`config.mk`:
```
export PLATFORM = sky130hd
export DESIGN_NAME = bus_deserializer_flat
export DESIGN_NICKNAME = d
export VERILOG_FILES = /design/src/rtl/bus_deserializer_pkg.sv /design/src/rtl/bus_deserializer_if.sv /design/src/rtl/bus_rx_outreg.sv /design/src/rtl/bus_deserializer.sv /design/src/flat_wrapper.sv
export SDC_FILE = /design/constraint.sdc
export NUM_CORES = 1
export LEC_CHECK = 0
export CAP_MARGIN = 5
export CORE_AREA = 5 5 64 109
export CTS_CLUSTER_DIAMETER = 60
export DETAILED_ROUTE_END_ITERATION = 16
export DIE_AREA = 0 0 69 114
export PLACE_DENSITY = 0.9
export SETUP_SLACK_MARGIN = 0.3
export SLEW_MARGIN = 10
export SYNTH_ARGS = -nofsm -noshare
export SYNTH_HDL_FRONTEND = slang
export SYNTH_SLANG_ARGS = --single-unit
```
`constraint.sdc`:
```
create_clock -name clk -period 4.3 [get_ports clk]
set_input_delay 0.86 -clock clk [delete_from_list [all_inputs] [get_ports clk]]
set_output_delay 0.86 -clock clk [all_outputs]
set_load 0.005 [all_outputs]
```
`src/rtl/bus_deserializer_pkg.sv`:
```
// Shared definitions for the 8-bit AES/SHA command bus (arbiter and deserializer).
package bus_deserializer_pkg;

  localparam logic [1:0] SRC_NONE = 2'b00;
  localparam logic [1:0] SRC_AES  = 2'b01;
  localparam logic [1:0] SRC_SHA  = 2'b10;

  localparam int ADDR_LSB = 0;

  // Bytes per command word {opcode, addr}
  function automatic int bus_bytes(input int addrw);
    return (addrw + 8) / 8;
  endfunction

  function automatic int opc_lsb(input int addrw);
    return addrw;
  endfunction

  function automatic logic src_legal(input logic [1:0] src);
    return (src == SRC_AES) || (src == SRC_SHA);
  endfunction

endpackage

```
`src/rtl/bus_deserializer_if.sv`:
```
// Byte-side and word-side handshake signals of the command bus receiver.
interface bus_deserializer_if #(
  parameter int ADDRW = 24
);
  logic [7:0]       data_in;
  logic             valid_in;
  logic [1:0]       src_in;
  logic             ready_out;
  logic [ADDRW-1:0] out_addr;
  logic [7:0]       out_opcode;
  logic [1:0]       out_src;
  logic             out_valid;
  logic             out_ready;

  modport slave (
    input  data_in, valid_in, src_in, out_ready,
    output ready_out, out_addr, out_opcode, out_src, out_valid
  );

  modport master (
    output data_in, valid_in, src_in, out_ready,
    input  ready_out, out_addr, out_opcode, out_src, out_valid
  );
endinterface

```
`src/rtl/bus_rx_outreg.sv`:
```
// Single-entry valid/ready holding register for reassembled command words.
module bus_rx_outreg #(
  parameter int W = 32
) (
  input  logic         clk,
  input  logic         rst,
  input  logic         load_i,
  input  logic [W-1:0] word_i,
  input  logic [1:0]   src_i,
  input  logic         ready_i,
  output logic         valid_o,
  output logic [W-1:0] word_o,
  output logic [1:0]   src_o
);

  logic         valid_q, valid_d;
  logic [W-1:0] word_q;
  logic [1:0]   src_q;

  // A load in the same cycle as a drain keeps the slot full with the new word
  always_comb begin
    valid_d = valid_q;
    if (valid_q && ready_i) valid_d = 1'b0;
    if (load_i)             valid_d = 1'b1;
  end

  always_ff @(posedge clk) begin
    if (rst) begin
      valid_q <= 1'b0;
      word_q  <= '0;
      src_q   <= '0;
    end else begin
      valid_q <= valid_d;
      if (load_i) begin
        word_q <= word_i;
        src_q  <= src_i;
      end
    end
  end

  assign valid_o = valid_q;
  assign word_o  = word_q;
  assign src_o   = src_q;

endmodule

```
`src/rtl/bus_deserializer.sv`:
```
// Reassembles LSB-first command bytes into {opcode, addr} words and flags framing faults.
module bus_deserializer
  import bus_deserializer_pkg::*;
#(
  parameter int ADDRW   = 24,
  parameter int TIMEOUT = 16,
  parameter int ERRW    = 8
) (
  input  logic             clk,
  input  logic             rst,
  bus_deserializer_if.slave bus,
  output logic             frame_err,
  output logic [ERRW-1:0]  err_count
);

  localparam int NBYTES  = bus_bytes(ADDRW);
  localparam int WORDW   = ADDRW + 8;
  localparam int OPC_OFF = opc_lsb(ADDRW);
  localparam int IDXW    = (NBYTES > 1) ? $clog2(NBYTES) : 1;
  localparam int TW      = (TIMEOUT > 0) ? $clog2(TIMEOUT + 1) : 1;

  localparam logic [IDXW-1:0] IDX_LAST  = IDXW'(NBYTES - 1);
  localparam logic [TW-1:0]   TIMER_LIM = TW'(TIMEOUT);

  localparam logic ST_IDLE    = 1'b0;
  localparam logic ST_COLLECT = 1'b1;

  logic            state_q, state_d;
  logic [IDXW-1:0] idx_q, idx_d;
  logic [1:0]      cur_src_q, cur_src_d;
  logic [TW-1:0]   timer_q, timer_d, timer_inc;
  logic            frame_err_q, frame_err_d;
  logic [ERRW-1:0] err_cnt_q, err_cnt_d;

  logic             ready;
  logic             accept;
  logic             lane_we;
  logic             load;
  logic [ADDRW-1:0] asm_w;
  logic             slot_valid;
  logic [WORDW-1:0] slot_word;
  logic [1:0]       slot_src;

  // Only the final byte needs the output slot, so only it can stall
  assign ready     = (idx_q != IDX_LAST) || !slot_valid || bus.out_ready;
  assign accept    = bus.valid_in && ready;
  assign timer_inc = timer_q + TW'(1);

  for (genvar gi = 0; gi < NBYTES - 1; gi++) begin : g_lane
    logic [7:0] lane_q;

    always_ff @(posedge clk) begin
      if (rst) begin
        lane_q <= '0;
      end else if (lane_we && (idx_q == IDXW'(gi))) begin
        lane_q <= bus.data_in;
      end
    end

    assign asm_w[8*gi +: 8] = lane_q;
  end

  always_comb begin
    state_d     = state_q;
    idx_d       = idx_q;
    cur_src_d   = cur_src_q;
    timer_d     = '0;
    frame_err_d = 1'b0;
    lane_we     = 1'b0;
    load        = 1'b0;
    case (state_q)
      ST_IDLE: begin
        if (accept) begin
          if (!src_legal(bus.src_in)) begin
            frame_err_d = 1'b1;
          end else begin
            state_d   = ST_COLLECT;
            idx_d     = IDXW'(1);
            cur_src_d = bus.src_in;
            lane_we   = 1'b1;
          end
        end
      end
      default: begin
        if (accept) begin
          // cur_src is always legal, so a mismatch also covers illegal codes
          if (bus.src_in != cur_src_q) begin
            frame_err_d = 1'b1;
            state_d     = ST_IDLE;
            idx_d       = '0;
          end else if (idx_q == IDX_LAST) begin
            load    = 1'b1;
            state_d = ST_IDLE;
            idx_d   = '0;
          end else begin
            lane_we = 1'b1;
            idx_d   = idx_q + IDXW'(1);
          end
        end else if (TIMEOUT != 0) begin
          if (timer_inc == TIMER_LIM) begin
            frame_err_d = 1'b1;
            state_d     = ST_IDLE;
            idx_d       = '0;
          end else begin
            timer_d = timer_inc;
          end
        end
      end
    endcase
  end

  always_comb begin
    err_cnt_d = err_cnt_q;
    if (frame_err_d && (err_cnt_q != '1)) err_cnt_d = err_cnt_q + ERRW'(1);
  end

  always_ff @(posedge clk) begin
    if (rst) begin
      state_q     <= ST_IDLE;
      idx_q       <= '0;
      cur_src_q   <= SRC_NONE;
      timer_q     <= '0;
      frame_err_q <= 1'b0;
      err_cnt_q   <= '0;
    end else begin
      state_q     <= state_d;
      idx_q       <= idx_d;
      cur_src_q   <= cur_src_d;
      timer_q     <= timer_d;
      frame_err_q <= frame_err_d;
      err_cnt_q   <= err_cnt_d;
    end
  end

  bus_rx_outreg #(
    .W(WORDW)
  ) u_outreg (
    .clk     (clk),
    .rst     (rst),
    .load_i  (load),
    .word_i  ({bus.data_in, asm_w}),
    .src_i   (cur_src_q),
    .ready_i (bus.out_ready),
    .valid_o (slot_valid),
    .word_o  (slot_word),
    .src_o   (slot_src)
  );

  assign bus.ready_out  = ready;
  assign bus.out_valid  = slot_valid;
  assign bus.out_addr   = slot_word[ADDR_LSB +: ADDRW];
  assign bus.out_opcode = slot_word[OPC_OFF +: 8];
  assign bus.out_src    = slot_src;
  assign frame_err      = frame_err_q;
  assign err_count      = err_cnt_q;

endmodule
```
`src/flat_wrapper.sv`:
```
// flat-port wrapper written by rule: the top's interface ports become plain ports
module bus_deserializer_flat import bus_deserializer_pkg::*;
#(
  parameter int ADDRW   = 24,
  parameter int TIMEOUT = 16,
  parameter int ERRW    = 8
)
  (clk, rst, frame_err, err_count, bus_data_in, bus_valid_in, bus_src_in, bus_out_ready, bus_ready_out, bus_out_addr, bus_out_opcode, bus_out_src, bus_out_valid);
  bus_deserializer_if #(.ADDRW(ADDRW)) bus_i ();
  input  logic clk;
  input  logic rst;
  output logic frame_err;
  output logic [ERRW-1:0] err_count;
  input wire logic [$bits(bus_i.data_in)-1:0] bus_data_in;
  input wire logic [$bits(bus_i.valid_in)-1:0] bus_valid_in;
  input wire logic [$bits(bus_i.src_in)-1:0] bus_src_in;
  input wire logic [$bits(bus_i.out_ready)-1:0] bus_out_ready;
  output wire logic [$bits(bus_i.ready_out)-1:0] bus_ready_out;
  output wire logic [$bits(bus_i.out_addr)-1:0] bus_out_addr;
  output wire logic [$bits(bus_i.out_opcode)-1:0] bus_out_opcode;
  output wire logic [$bits(bus_i.out_src)-1:0] bus_out_src;
  output wire logic [$bits(bus_i.out_valid)-1:0] bus_out_valid;
  assign bus_i.data_in = bus_data_in;
  assign bus_i.valid_in = bus_valid_in;
  assign bus_i.src_in = bus_src_in;
  assign bus_i.out_ready = bus_out_ready;
  assign bus_ready_out = bus_i.ready_out;
  assign bus_out_addr = bus_i.out_addr;
  assign bus_out_opcode = bus_i.out_opcode;
  assign bus_out_src = bus_i.out_src;
  assign bus_out_valid = bus_i.out_valid;
  bus_deserializer #(.ADDRW(ADDRW), .TIMEOUT(TIMEOUT), .ERRW(ERRW)) u_core (.clk(clk), .rst(rst), .bus(bus_i), .frame_err(frame_err), .err_count(err_count));
endmodule
```
==> results.json <==
{
  "grt_pass1_vias": 2549,
  "critical_path.max_fanout": 12,
  "reg_to_reg_end": "u_core.err_count[5]",
  "fp.dieArea_um2": 7870,
  "max_freq_ghz": 0.347,
  "grt_max_degree": 75,
  "hold_path_depth": 2,
  "hold_viol_final": 0,
  "post_synth.cell_area_avg_um2": 8.66,
  "dpl.hpwl_um": 5290,
  "regToRegSetupSlack_ns": 1.87,
  "cts.sink_count": 78,
  "first_iter_violations": 121,
  "synth-async-reset-ratio_pct": 0,
  "cts.htree.levels": 3,
  "cts_tree": "built",
  "dr_total_vias": 2622,
  "power.switching_uw": 313,
  "clkLatencyLatePin_ns": 0.35,
  "power_frac_comb_pct": 8.2,
  "power.switching_fraction_pct": 23.8,
  "clock-skew-final_ns": 0.00770,
  "top_cells_by_instance_count_after_synthesis": "nand2_1 (79), dfxtp_1 (78), a21oi_1 (48)",
  "max_cap_viol_count": 0,
  "fp.dieW_um": 69,
  "nets": 436,
  "rsz0062_at_grt": "false",
  "start_util_pct": 51.8,
  "yosys.cell_count.top_type": "nand2_1",
  "synth_enable_flop_cells": 0,
  "static-leakage-power_uw": 0.00132,
  "min_delay_worst_endpoint": "u_core.u_outreg.word_o[13]",
  "setup.worst_path.start_class": "input port",
  "antenna_left": 0,
  "die-height_um": 114,
  "power.density_nw_per_um2": 336,
  "hold_class": "reg2reg",
  "numPlacedInstances": 484,
  "slew_headroom_pct": 46.9,
  "drt_pre_antenna_iters": 4,
  "ys_dominant_reg_cell": "dfxtp_1",
  "final_layout_size_suffix_gt1_share_pct": 5.02,
  "grt_util_all_layers_pct": 18.8,
  "final_min_period_over_clock_period_pct": 67.0,
  "postCtsHoldBufs": 0,
  "post_route_drc": 0,
  "total_power_uw": 1310,
  "p_int_uw": 999,
  "synth_top_cells_by_area": "dfxtp_1 (50%), nand2_1 (9.4%), mux2i_1 (7.9%), a21oi_1 (7.6%), nor2_1 (4.9%)",
  "synth_seq_cells": 78,
  "place.port_buffers": 58,
  "fin_hold_ws_ns": 0.457,
  "worst-endpoint-required_ns": 4.51,
  "grt_antenna_before_repair": 0,
  "grt_pass1_wl_um": 11700,
  "cp_data_arrival_time_ns": 3.09,
  "ys_warn_count": 0,
  "final.min_clock_period_ns": 2.88,
  "clock_power_share_pct": 34.7,
  "critPathKind": "in2reg",
  "gp_congestion": 0.867,
  "cts_made_buffers": 9,
  "vdd_drop_max_uv": 275,
  "wl_um": 7360,
  "share_seq_of_total_power_pct": 57.2,
  "finish.cell_count_without_fillers": 498,
  "fillerInstances": 520,
  "syn-instance-count": 364,
  "floorplan.io_pins": 59,
  "post_cts_buffers": 0,
  "area.growth.synth_to_final_pct": 24.1,
  "slew_worst_pin_ns": 0.797,
  "clk_pin_slew_ns": 0.07,
  "timing.setup.tns_ns": 0,
  "synth.largest_area_cell": "dfxtp_1",
  "postCtsResizedCells": 0,
  "synth_top_area_share_pct": 49.6,
  "worst_setup_path_end_kind": "flop",
  "setup-violations-final": 0,
  "r2r_start": "u_core.idx_q[0]",
  "hold_path.startpoint": "u_core.g_lane[1].lane_q[5]",
  "postSynthNetCount": 385,
  "worstRegToRegCells": 7,
  "core_area_um2": 6090,
  "synth_cell_types": 41,
  "post-route-util_pct": 64.2,
  "seq_area_frac_synth_pct": 49.6,
  "grt_remaining_overflow": 0,
  "avgViaCountPerCell": 5.27,
  "avg_wl_per_cell_um": 14.8,
  "cts.path.max_buffers": 2,
  "clock-root-buffer": "clkbuf_8",
  "outcome": "finished, final reports clean",
  "synth.cell_area_um2": 3150,
  "final_max_slew_viol_count": 0,
  "fp-row-count": 38,
  "diodes": 0
}
## worst max path at each step
| stage | start | endpoint | slack [ns] | cells past startpoint |
|---|---|---|---|---|
| global route | bus_src_in[1] | u_core.err_count[1] | 1.32 | 7 |
| CTS | bus_out_ready | bus_ready_out | 1.41 | 3 |
| global placement | bus_src_in[1] | u_core.g_lane[1].lane_q[0] | 1.15 | 7 |
| finish | bus_src_in[1] | u_core.err_count[1] | 1.42 | 7 |
| detailed placement | bus_src_in[1] | u_core.g_lane[1].lane_q[0] | 1.09 | 7 |
| floorplan | bus_src_in[1] | u_core.g_lane[0].lane_q[0] | 1.75 | 7 |
## layer usage
layer	GRT usage, %	wire, um	vias up
met5	0	0	-
met1	17.6	2720	1211
met2	35.9	4080	70
met4	10.4	261	0
li1	-	-	1321
met3	5.38	307	20
## critical path: stages
cell and delay (ns):
clkdlybuf4s50_1 0.64, xor2_1 0.38, nand2b_1 0.19, a211oi_1 0.08, a21oi_1 0.63, mux2i_1 0.26
nor2_1 0.05
## state kept, by name, indices dropped and copies added, names as in the netlist
register                 count
u_core.cur_src_q             2
u_core.state_q               1
u_core.timer_q               5
u_core.u_outreg.valid_o      1
u_core.u_outreg.src_o        2
u_core.err_count             8
u_core.g_lane.lane_q        24
u_core.idx_q                 2
u_core.u_outreg.word_o      32
u_core.frame_err             1
## power by group through the flow
stage / logic (uW) / registers (uW) / clock network [uW]
final: 107 / 750 / 455
after global routing: 116 / 751 / 506
after CTS: 107 / 749 / 469
after detailed placement: 106 / 766 / 0
after global placement: 102 / 765 / 0
after floorplan: 75.2 / 760 / 0
## area by class of cell
| cell class | count | area [um^2] | area share [%] |
|---|---|---|---|
| clock buffer | 12 | 145 | 3.71 |
| multi-input combinational | 259 | 1470 | 37.6 |
| clock inverter | 2 | 10.0 | 0.256 |
| sequential | 78 | 1560 | 39.9 |
| inverter | 6 | 22.5 | 0.576 |
| tap | 80 | 100 | 2.56 |
| timing repair buffer | 61 | 598 | 15.3 |
## metrics by stage
stage,setup slack (ns),instance area (um^2)
2_1_floorplan,1.75,3150
3_3_place_gp,1.15,3750
3_5_place_dp,1.09,3750
4_1_cts,1.41,3910
5_1_grt,1.32,3910
6_report,1.42,3910
## placed cells by master (no fill, tap or decap), drive strengths merged, types with 2 or more instances in the layout
| cell type | instances |
|---|---|
| nand2 | 80 |
| dfxtp | 78 |
| clkdlybuf4s50 | 57 |
| a21oi | 51 |
| nor2 | 41 |
| mux2i | 25 |
| clkbuf | 12 |
| ha | 7 |
| o21ai | 7 |
| inv | 6 |
| xor2 | 6 |
| nand3 | 6 |
| or3 | 4 |
| buf | 4 |
| nand4 | 3 |
| or4 | 3 |
| xnor2 | 2 |
| and3 | 2 |
| nor3 | 2 |
| nand2b | 2 |
| o31ai | 2 |
| clkinv | 2 |
## logic make-up (layout without fill, tap and decap cells)
logic type | count (synthesis) | after routing | synth area share, %
mux | 25 | 25 | 7.94
xor+xnor | 8 | 8 | 2.22
compound gates | 69 | 69 | 13.3
simple gates | 150 | 150 | 20.4
flops | 78 | 78 | 49.6
buf+inv | 27 | 81 | 3.73
fa+ha+maj | 7 | 7 | 2.78
Note: power is estimated with default switching activity, not from simulation.
